## config.mk

```make
export PLATFORM = sky130hd
export DESIGN_NAME = lsf_hit_feeder_flat
export DESIGN_NICKNAME = d
export VERILOG_FILES = /design/src/rtl/lsf_hit_feeder_pkg.sv /design/src/rtl/lsf_hit_feeder_if.sv /design/src/rtl/lsf_hit_feeder_fifo.sv /design/src/rtl/lsf_hit_feeder.sv /design/src/flat_wrapper.sv
export SDC_FILE = /design/constraint.sdc
export NUM_CORES = 2
export LEC_CHECK = 0
export ABC_AREA = 1
export ABC_CLOCK_PERIOD_IN_PS = 9600
export BUFFER_PORTS_ARGS = -buffer_cell sky130_fd_sc_hd__buf_2
export CORE_MARGIN = 2
export CORE_UTILIZATION = 30
export CTS_CLUSTER_SIZE = 30
export DETAILED_ROUTE_END_ITERATION = 12
export SLEW_MARGIN = 30
export SYNTH_ARGS = -nofsm -noshare
export SYNTH_HDL_FRONTEND = slang
export SYNTH_SLANG_ARGS = --single-unit
```

## constraint.sdc

```tcl
create_clock -name clk -period 9.6 [get_ports clk]
set_input_delay 1.92 -clock clk [delete_from_list [all_inputs] [get_ports clk]]
set_output_delay 1.92 -clock clk [all_outputs]
set_load 0.1 [all_outputs]
```

## src/rtl/lsf_hit_feeder_pkg.sv

```systemverilog
// Shared types and widths for the LSF hit feeder (event builder in front of the Legendre engine).
// HPS_LSF_LEN / SLCPROC_HPS_SF_LEN mirror the values in l0mdt_buses_constants.svh.
package lsf_feeder_pkg;

  localparam int HPS_LSF_LEN        = 40;
  localparam int SLCPROC_HPS_SF_LEN = 39;
  localparam int MAX_HITS_DEFAULT   = 32;

  // Width needed to hold 0..max_hits without wrapping.
  function automatic int count_width(input int max_hits);
    return $clog2(max_hits + 1);
  endfunction

  localparam int COUNT_W = count_width(MAX_HITS_DEFAULT);

  typedef enum logic [1:0] {
    IDLE,
    COLLECT,
    CLOSE
  } feeder_state_t;

  typedef struct packed {
    logic [COUNT_W-1:0]            count;
    logic [SLCPROC_HPS_SF_LEN-1:0] roi;
  } evt_entry_t;

endpackage

```

## src/rtl/lsf_hit_feeder_if.sv

```systemverilog
// Bundle of the upstream event-building inputs and the engine-facing FWFT FIFO ports.
// slave = feeder view, master = upstream/engine view.
interface lsf_hit_feeder_if #(
  parameter int HIT_W = lsf_feeder_pkg::HPS_LSF_LEN,
  parameter int ROI_W = lsf_feeder_pkg::SLCPROC_HPS_SF_LEN
);

  logic [ROI_W-1:0] roi_in;
  logic             roi_in_vld;
  logic [HIT_W-1:0] hit_in;
  logic             hit_in_vld;
  logic             hit_in_last;
  logic             eoe_in;
  logic             in_ready;

  logic [HIT_W-1:0] mdt_hit_top;
  logic             mdt_hit_top_empty;
  logic             mdt_hit_top_re;

  logic [ROI_W-1:0] hit_extraction_roi_top;
  logic             hit_extraction_roi_empty;
  logic             hit_extraction_roi_re;
  logic [9:0]       histogram_accumulation_count;

  logic [15:0]      dropped_hits;
  logic [15:0]      events_out;

  modport slave (
    input  roi_in, roi_in_vld, hit_in, hit_in_vld, hit_in_last, eoe_in,
    input  mdt_hit_top_re, hit_extraction_roi_re,
    output in_ready, mdt_hit_top, mdt_hit_top_empty,
    output hit_extraction_roi_top, hit_extraction_roi_empty,
    output histogram_accumulation_count, dropped_hits, events_out
  );

  modport master (
    output roi_in, roi_in_vld, hit_in, hit_in_vld, hit_in_last, eoe_in,
    output mdt_hit_top_re, hit_extraction_roi_re,
    input  in_ready, mdt_hit_top, mdt_hit_top_empty,
    input  hit_extraction_roi_top, hit_extraction_roi_empty,
    input  histogram_accumulation_count, dropped_hits, events_out
  );

endinterface

```

## src/rtl/lsf_hit_feeder_fifo.sv

```systemverilog
// Generic synchronous first-word-fall-through FIFO (lsf_fwft_fifo), DEPTH a power of 2 and >= 2.
// Head data is forced to zero while empty so stale RAM contents never leak out.
module lsf_fwft_fifo #(
  parameter  int W     = 8,
  parameter  int DEPTH = 4,
  localparam int AW    = $clog2(DEPTH),
  localparam int LW    = AW + 1
) (
  input  logic          clk,
  input  logic          rst,
  input  logic          wr_en,
  input  logic [W-1:0]  wr_data,
  input  logic          rd_en,
  output logic [W-1:0]  rd_data,
  output logic          empty,
  output logic [LW-1:0] level
);

  logic [W-1:0]  mem [DEPTH];
  logic [AW-1:0] wr_ptr;
  logic [AW-1:0] rd_ptr;
  logic          do_rd;

  assign empty   = (level == '0);
  assign do_rd   = rd_en && !empty;
  assign rd_data = empty ? '0 : mem[rd_ptr];

  always_ff @(posedge clk) begin
    if (rst) begin
      wr_ptr <= '0;
      rd_ptr <= '0;
      level  <= '0;
    end else begin
      if (wr_en) wr_ptr <= wr_ptr + AW'(1);
      if (do_rd) rd_ptr <= rd_ptr + AW'(1);
      level <= level + LW'(wr_en) - LW'(do_rd);
    end
  end

  // Storage is deliberately unreset; validity is tracked by level alone.
  always_ff @(posedge clk) begin
    if (wr_en) mem[wr_ptr] <= wr_data;
  end

  // Callers guarantee space before writing, so a write into a full FIFO is a design bug.
  assert property (@(posedge clk) disable iff (rst) wr_en |-> (level != LW'(DEPTH)));

endmodule

```

## src/rtl/lsf_hit_feeder.sv

```systemverilog
// Event-building input buffer for the LSF Legendre engine: one ROI plus capped hit stream per event.
// Optional statistics counters are built when LSF_FEEDER_STATS_EN is defined.
module lsf_hit_feeder
  import lsf_feeder_pkg::*;
#(
  parameter int HIT_W     = HPS_LSF_LEN,
  parameter int ROI_W     = SLCPROC_HPS_SF_LEN,
  parameter int HIT_DEPTH = 64,
  parameter int EVT_DEPTH = 4,
  parameter int MAX_HITS  = MAX_HITS_DEFAULT
) (
  input logic             clk,
  input logic             rst,
  lsf_hit_feeder_if.slave bus
);

  localparam int CNT_W = count_width(MAX_HITS);
  localparam int EW    = CNT_W + ROI_W;
  localparam int HLW   = $clog2(HIT_DEPTH) + 1;
  localparam int ELW   = $clog2(EVT_DEPTH) + 1;

  feeder_state_t    state;
  feeder_state_t    state_nxt;
  logic [ROI_W-1:0] roi_q;
  logic [CNT_W-1:0] cnt;
  logic             roi_take;
  logic             hit_push;
  logic             evt_push;
  logic             room_ok;
  logic             ready;
  logic [HLW-1:0]   hit_level;
  logic [HLW-1:0]   hit_free;
  logic [ELW-1:0]   evt_level;
  logic [HIT_W-1:0] hit_dout;
  logic             hit_empty;
  logic [EW-1:0]    evt_dout;
  logic             evt_empty;

  // A new event is admitted only when a worst-case event is guaranteed to fit,
  // which is what makes the FIFO full-write impossible.
  assign hit_free = HLW'(HIT_DEPTH) - hit_level;
  assign room_ok  = (evt_level != ELW'(EVT_DEPTH)) && (hit_free >= HLW'(MAX_HITS));
  assign ready    = !rst && (state == IDLE) && room_ok;

  always_ff @(posedge clk) begin
    if (rst) state <= IDLE;
    else     state <= state_nxt;
  end

  always_comb begin
    state_nxt = state;
    roi_take  = 1'b0;
    hit_push  = 1'b0;
    evt_push  = 1'b0;
    case (state)
      IDLE: begin
        if (ready && bus.roi_in_vld) begin
          roi_take  = 1'b1;
          state_nxt = COLLECT;
        end
      end
      COLLECT: begin
        if (bus.hit_in_vld && (cnt < CNT_W'(MAX_HITS))) hit_push = 1'b1;
        if ((bus.hit_in_vld && bus.hit_in_last) || bus.eoe_in) state_nxt = CLOSE;
      end
      CLOSE: begin
        evt_push  = 1'b1;
        state_nxt = IDLE;
      end
      default: state_nxt = IDLE;
    endcase
  end

  always_ff @(posedge clk) begin
    if (rst) begin
      roi_q <= '0;
      cnt   <= '0;
    end else if (roi_take) begin
      roi_q <= bus.roi_in;
      cnt   <= '0;
    end else if (hit_push) begin
      cnt <= cnt + CNT_W'(1);
    end
  end

  lsf_fwft_fifo #(.W(HIT_W), .DEPTH(HIT_DEPTH)) u_hit_fifo (
    .clk     (clk),
    .rst     (rst),
    .wr_en   (hit_push),
    .wr_data (bus.hit_in),
    .rd_en   (bus.mdt_hit_top_re),
    .rd_data (hit_dout),
    .empty   (hit_empty),
    .level   (hit_level)
  );

  // Event entries are written in CLOSE, strictly after the event's last hit write.
  lsf_fwft_fifo #(.W(EW), .DEPTH(EVT_DEPTH)) u_evt_fifo (
    .clk     (clk),
    .rst     (rst),
    .wr_en   (evt_push),
    .wr_data ({cnt, roi_q}),
    .rd_en   (bus.hit_extraction_roi_re),
    .rd_data (evt_dout),
    .empty   (evt_empty),
    .level   (evt_level)
  );

  assign bus.in_ready                     = ready;
  assign bus.mdt_hit_top                  = hit_dout;
  assign bus.mdt_hit_top_empty            = hit_empty;
  assign bus.hit_extraction_roi_top       = evt_dout[ROI_W-1:0];
  assign bus.hit_extraction_roi_empty     = evt_empty;
  assign bus.histogram_accumulation_count = 10'(evt_dout[EW-1:ROI_W]);

`ifdef LSF_FEEDER_STATS_EN
  logic        drop_hit;
  logic [15:0] dropped_q;
  logic [15:0] events_q;

  // Any valid hit not written to the FIFO (cap reached, or outside COLLECT) counts as dropped.
  assign drop_hit = bus.hit_in_vld && !hit_push;

  always_ff @(posedge clk) begin
    if (rst) begin
      dropped_q <= '0;
      events_q  <= '0;
    end else begin
      if (drop_hit && (dropped_q != 16'hFFFF)) dropped_q <= dropped_q + 16'd1;
      if (evt_push) events_q <= events_q + 16'd1;
    end
  end

  assign bus.dropped_hits = dropped_q;
  assign bus.events_out   = events_q;
`else
  assign bus.dropped_hits = '0;
  assign bus.events_out   = '0;
`endif

endmodule

```

## src/flat_wrapper.sv

```systemverilog
// flat-port wrapper written by rule: the top's interface ports become plain ports
module lsf_hit_feeder_flat import lsf_feeder_pkg::*;
#(
  parameter int HIT_W     = HPS_LSF_LEN,
  parameter int ROI_W     = SLCPROC_HPS_SF_LEN,
  parameter int HIT_DEPTH = 64,
  parameter int EVT_DEPTH = 4,
  parameter int MAX_HITS  = MAX_HITS_DEFAULT
)
  (clk, rst, bus_roi_in, bus_roi_in_vld, bus_hit_in, bus_hit_in_vld, bus_hit_in_last, bus_eoe_in, bus_mdt_hit_top_re, bus_hit_extraction_roi_re, bus_in_ready, bus_mdt_hit_top, bus_mdt_hit_top_empty, bus_hit_extraction_roi_top, bus_hit_extraction_roi_empty, bus_histogram_accumulation_count, bus_dropped_hits, bus_events_out);
  lsf_hit_feeder_if #(.HIT_W(HIT_W), .ROI_W(ROI_W)) bus_i ();
  input logic clk;
  input logic rst;
  input wire logic [$bits(bus_i.roi_in)-1:0] bus_roi_in;
  input wire logic [$bits(bus_i.roi_in_vld)-1:0] bus_roi_in_vld;
  input wire logic [$bits(bus_i.hit_in)-1:0] bus_hit_in;
  input wire logic [$bits(bus_i.hit_in_vld)-1:0] bus_hit_in_vld;
  input wire logic [$bits(bus_i.hit_in_last)-1:0] bus_hit_in_last;
  input wire logic [$bits(bus_i.eoe_in)-1:0] bus_eoe_in;
  input wire logic [$bits(bus_i.mdt_hit_top_re)-1:0] bus_mdt_hit_top_re;
  input wire logic [$bits(bus_i.hit_extraction_roi_re)-1:0] bus_hit_extraction_roi_re;
  output wire logic [$bits(bus_i.in_ready)-1:0] bus_in_ready;
  output wire logic [$bits(bus_i.mdt_hit_top)-1:0] bus_mdt_hit_top;
  output wire logic [$bits(bus_i.mdt_hit_top_empty)-1:0] bus_mdt_hit_top_empty;
  output wire logic [$bits(bus_i.hit_extraction_roi_top)-1:0] bus_hit_extraction_roi_top;
  output wire logic [$bits(bus_i.hit_extraction_roi_empty)-1:0] bus_hit_extraction_roi_empty;
  output wire logic [$bits(bus_i.histogram_accumulation_count)-1:0] bus_histogram_accumulation_count;
  output wire logic [$bits(bus_i.dropped_hits)-1:0] bus_dropped_hits;
  output wire logic [$bits(bus_i.events_out)-1:0] bus_events_out;
  assign bus_i.roi_in = bus_roi_in;
  assign bus_i.roi_in_vld = bus_roi_in_vld;
  assign bus_i.hit_in = bus_hit_in;
  assign bus_i.hit_in_vld = bus_hit_in_vld;
  assign bus_i.hit_in_last = bus_hit_in_last;
  assign bus_i.eoe_in = bus_eoe_in;
  assign bus_i.mdt_hit_top_re = bus_mdt_hit_top_re;
  assign bus_i.hit_extraction_roi_re = bus_hit_extraction_roi_re;
  assign bus_in_ready = bus_i.in_ready;
  assign bus_mdt_hit_top = bus_i.mdt_hit_top;
  assign bus_mdt_hit_top_empty = bus_i.mdt_hit_top_empty;
  assign bus_hit_extraction_roi_top = bus_i.hit_extraction_roi_top;
  assign bus_hit_extraction_roi_empty = bus_i.hit_extraction_roi_empty;
  assign bus_histogram_accumulation_count = bus_i.histogram_accumulation_count;
  assign bus_dropped_hits = bus_i.dropped_hits;
  assign bus_events_out = bus_i.events_out;
  lsf_hit_feeder #(.HIT_W(HIT_W), .ROI_W(ROI_W), .HIT_DEPTH(HIT_DEPTH), .EVT_DEPTH(EVT_DEPTH), .MAX_HITS(MAX_HITS)) u_core (.clk(clk), .rst(rst), .bus(bus_i));
endmodule
```

==> results by group <==
Status
  – Status: complete, no violations

Timing
  – RSZ-0062 raised after global routing: no
  – Clk_skew: 0.09088 ns
  – Tmin final: 7.176 ns
  – Setup ws final: 2.424 ns
  – Post-route setup TNS: 0 ns
  – Slew at the pin closest to its max-slew limit: 1.093 ns
  – Slew headroom: 26.93%
  – Max Slew Vio Count: 0
  – Achievable Freq: 139.3 MHz
  – Hold Vio Cnt, Final: 0
  – Final worst path period share: 74.76%
  – Hold WS: 0.4764 ns
  – Final number of setup-violating endpoints: 0

Power and ir drop
  – Flop pwr share: 44.0%
  – Total power per unit cell area: 241.6 nW/um2
  – Int Power: 21.17 mW
  – Worst VDD drop: 0.0003893 V
  – Net Switching: 9.932 mW
  – Sw Share: 31.93%
  – Leak: 44.27 nW
  – Gate power share: 20.8%
  – Clock Power Share: 35.1%

CTS
  – Clock slew at reported path FFs: 0.06 ns
  – Inserted Clock Buffers: 292
  – Hold-fix buffer count after cts: 0
  – Clk sinks: 2821
  – CTS tree: yes
  – Max clock buf depth: 4
  – Clock root buffer master: clkbuf_16
  – Post-CTS resize count: 0
  – Htree depth: 5
  – Later-pin clock latency in the skew report: 0.89 ns
  – Post-CTS Setup Inserts: 0

Synth
  – Largest family of logic cells by synthesized area: simple AND/OR/NAND/NOR gates
  – Mapped Avg Cell Area: 11.98 um2
  – Netlist cell types: 31
  – Cells after Synth: 9426
  – Compound-Gate Fraction of Synth Area: 1.393%
  – Number of synthesized register bits: 2821
  – Area share of and/or/nand/nor cells after synthesis: 21.07%
  – Cell Area, Synth: 112900 um2
  – Mux share of post-synthesis cell area: 0%
  – Synth Area in Adders: 0.2570%
  – XOR/XNOR Fraction of Synth Area: 0.05428%
  – Seq/Total Area, Yosys: 74.29%
  – Ys Warns: 0

Drt
  – DRT iter0 DRCs: 9570
  – DR WL met3: 28790 um
  – DRT Wirelength: 343800 um
  – Detail Route Antenna Nets: 0
  – Vias per cell: 5.098
  – Wire per inst: 23.41 um
  – Highest metal layer with signal wires: met5
  – DRT Pass-1 Iters: 6
  – Via count: 74864
  – DR WL met2: 161100 um
  – DRC viols: 0
  – M1 WL: 142800 um

Floorplanning
  – Chip height: 617.6 um
  – DIE AREA: 381400 um2
  – I/O Pins: 211
  – Core Area: 375300 um2
  – # rows: 225
  – Initial core utilization: 30.10%
  – Die Width: 617.6 um

Critical path
  – Cells on worst reg2reg path: 8
  – R2R Setup Slk: 5.74 ns
  – Worst-path fanout max: 164
  – Critical path class: reg -> out
  – Type of origin of the critical path: flop
  – CP Data Required Time: 7.68 ns
  – R2r startpoint: u_core.state[0]
  – Crit. End Element: output pin
  – Worst endpoint data arrival time: 5.26 ns

GRT
  – Total global-route track usage: 17.43%
  – Total congestion overflow: 0
  – Number of global-route vias before repair: 69661
  – Antenna violations before repair: 28
  – First-pass GRT wire length: 494200 um
  – Pin count of the biggest net entering global routing: 221

Placed design
  – Pre-CTS setup slack: 3.403 ns
  – Estimated wirelength of the detail-placed design: 169100 um
  – Port bufs: 174
  – GPL Wtd Cong: 0.7730
  – Placed cell areas: 119700 um2

Min path
  – Worst Hold Depth: 2
  – HP Class: reg -> reg
  – Hold Crit Start: u_core.u_evt_fifo.rd_ptr[1]

Final layout
  – Final Net Count: 9576
  – Layout area overhead: 14.01%
  – Fin area: 128800 um2
  – Fraction of layout cells with a size suffix above 1: 8.560%
  – Filler cells: 36549

Run
  – Max Cap Viol: 0
## final timing paths
check / end
hold reg to reg: flop
setup reg to reg: u_core.u_hit_fifo.mem[51][4]
setup / recovery: bus_mdt_hit_top[18]
hold / removal: flop
## cells in the mapped netlist
library cell     n  area share [%]
inv_1           48            0.16
inv_2            5           0.017
buf_4           71            0.47
and2_1           1          0.0055
o21ai_0        139            0.62
nand4_1          1          0.0055
clkinv_1         4           0.013
nand3_1       2306              10
o21bai_1         2           0.013
buf_1           87            0.29
nand3b_1         1          0.0066
buf_6            4           0.040
nor4_1           1          0.0055
edfxtp_1      2740              73
o22ai_1         16           0.089
dfxtp_1         81             1.4
a21oi_1        137            0.61
clkbuf_1       198            0.66
buf_2          291             1.3
or2_1            1          0.0055
fa_1             2           0.035
nand2_1       2856             9.5
nor3b_1          4           0.027
xnor2_1          2           0.016
ha_1            20            0.22
nor2_1         384             1.3
nor3_1           6           0.027
a31oi_1         11           0.061
conb_1           1          0.0033
xor2_1           5           0.039
a211oi_1         1          0.0066
## power by group through the flow
stage	clock [mW]	combinational (mW)	sequential, mW
detailed placement	0	6.47	14.0
CTS	11.1	6.49	13.7
floorplan	0	4.78	13.9
finish	10.9	6.48	13.7
global placement	0	6.44	14.0
global route	11.5	7.00	13.7
## routing by layer
layer | up-vias | GRT usage (%)
li1 | 33434 | -
met1 | 37190 | 24.04
met2 | 3661 | 28.16
met3 | 577 | 2.419
met4 | 2 | 6.033
met5 | - | 0
## critical path, stage by stage (launching register included)
cell     delay (ns)
dfxtp_4        0.41
buf_12         0.53
buf_4          0.81
buf_4          0.79
nand2_1        0.12
nand3_1        0.12
nand3_1        0.09
nand3_1        0.11
nand3_1        0.09
nand3_1        0.10
nand2_1        0.06
nor2_1         0.34
buf_2          0.51
## registers in the layout, indices dropped and copies added, names as in the netlist, named ones only
register and flops:
u_core.u_evt_fifo.mem 180, u_core.u_evt_fifo.wr_ptr 2, u_core.state 2, u_core.u_hit_fifo.mem 2560, u_core.u_hit_fifo.wr_ptr 6, u_core.u_hit_fifo.rd_ptr 6, u_core.u_hit_fifo.level 7, u_core.u_evt_fifo.level 3
u_core.u_evt_fifo.rd_ptr 2, u_core.roi_q 39, u_core.cnt 6
## logic make-up (layout without fill, tap and decap cells)
group / count (synthesis) / in the layout
other: 1 / 53
buffers and inverters: 708 / 920
and+or+nand+nor: 5561 / 5561
DFF: 2821 / 2821
adders and majority gates: 22 / 22
xor gates and xnor gates: 7 / 7
AOI/OAI and AO/OA: 306 / 306
## cell usage in the layout, fill, tap and decap left out, types with 16 or more instances in the layout
cell,instances
buf_4,173
diode_2,17
buf_12,19
clkinv_1,61
bufinv_16,19
inv_1,46
a21oi_1,137
nor2_1,317
clkbuf_1,63
buf_16,17
nand3_1,2306
o21ai_0,139
edfxtp_1,2740
nor2_4,67
nand2_1,2856
conb_1,36
dfxtp_1,73
clkbuf_16,297
buf_2,145
ha_1,20
o22ai_1,16
clkinv_2,35
## per-stage QoR
stage	power, mW	cells	utilization [%]
after floorplan	18.70	9461	-
after global placement	20.40	14147	31.75
after detailed placement	20.43	14163	31.88
after CTS	31.25	14663	34.27
after global routing	32.23	14678	34.31
final	31.10	14684	34.31
## final cells by class
cell class / count / area [um2] / area share, %
flip-flops and latches: 2821 / 83930 / 65.18
multi-input cells: 5932 / 26370 / 20.48
clock buffers: 363 / 7710 / 5.988
well taps: 4994 / 6248 / 4.853
repair buffers: 363 / 2982 / 2.316
clock inverters: 137 / 1239 / 0.9620
inverters: 57 / 249.0 / 0.1934
diodes: 17 / 42.54 / 0.03304
(Power assumes the default switching activity.)
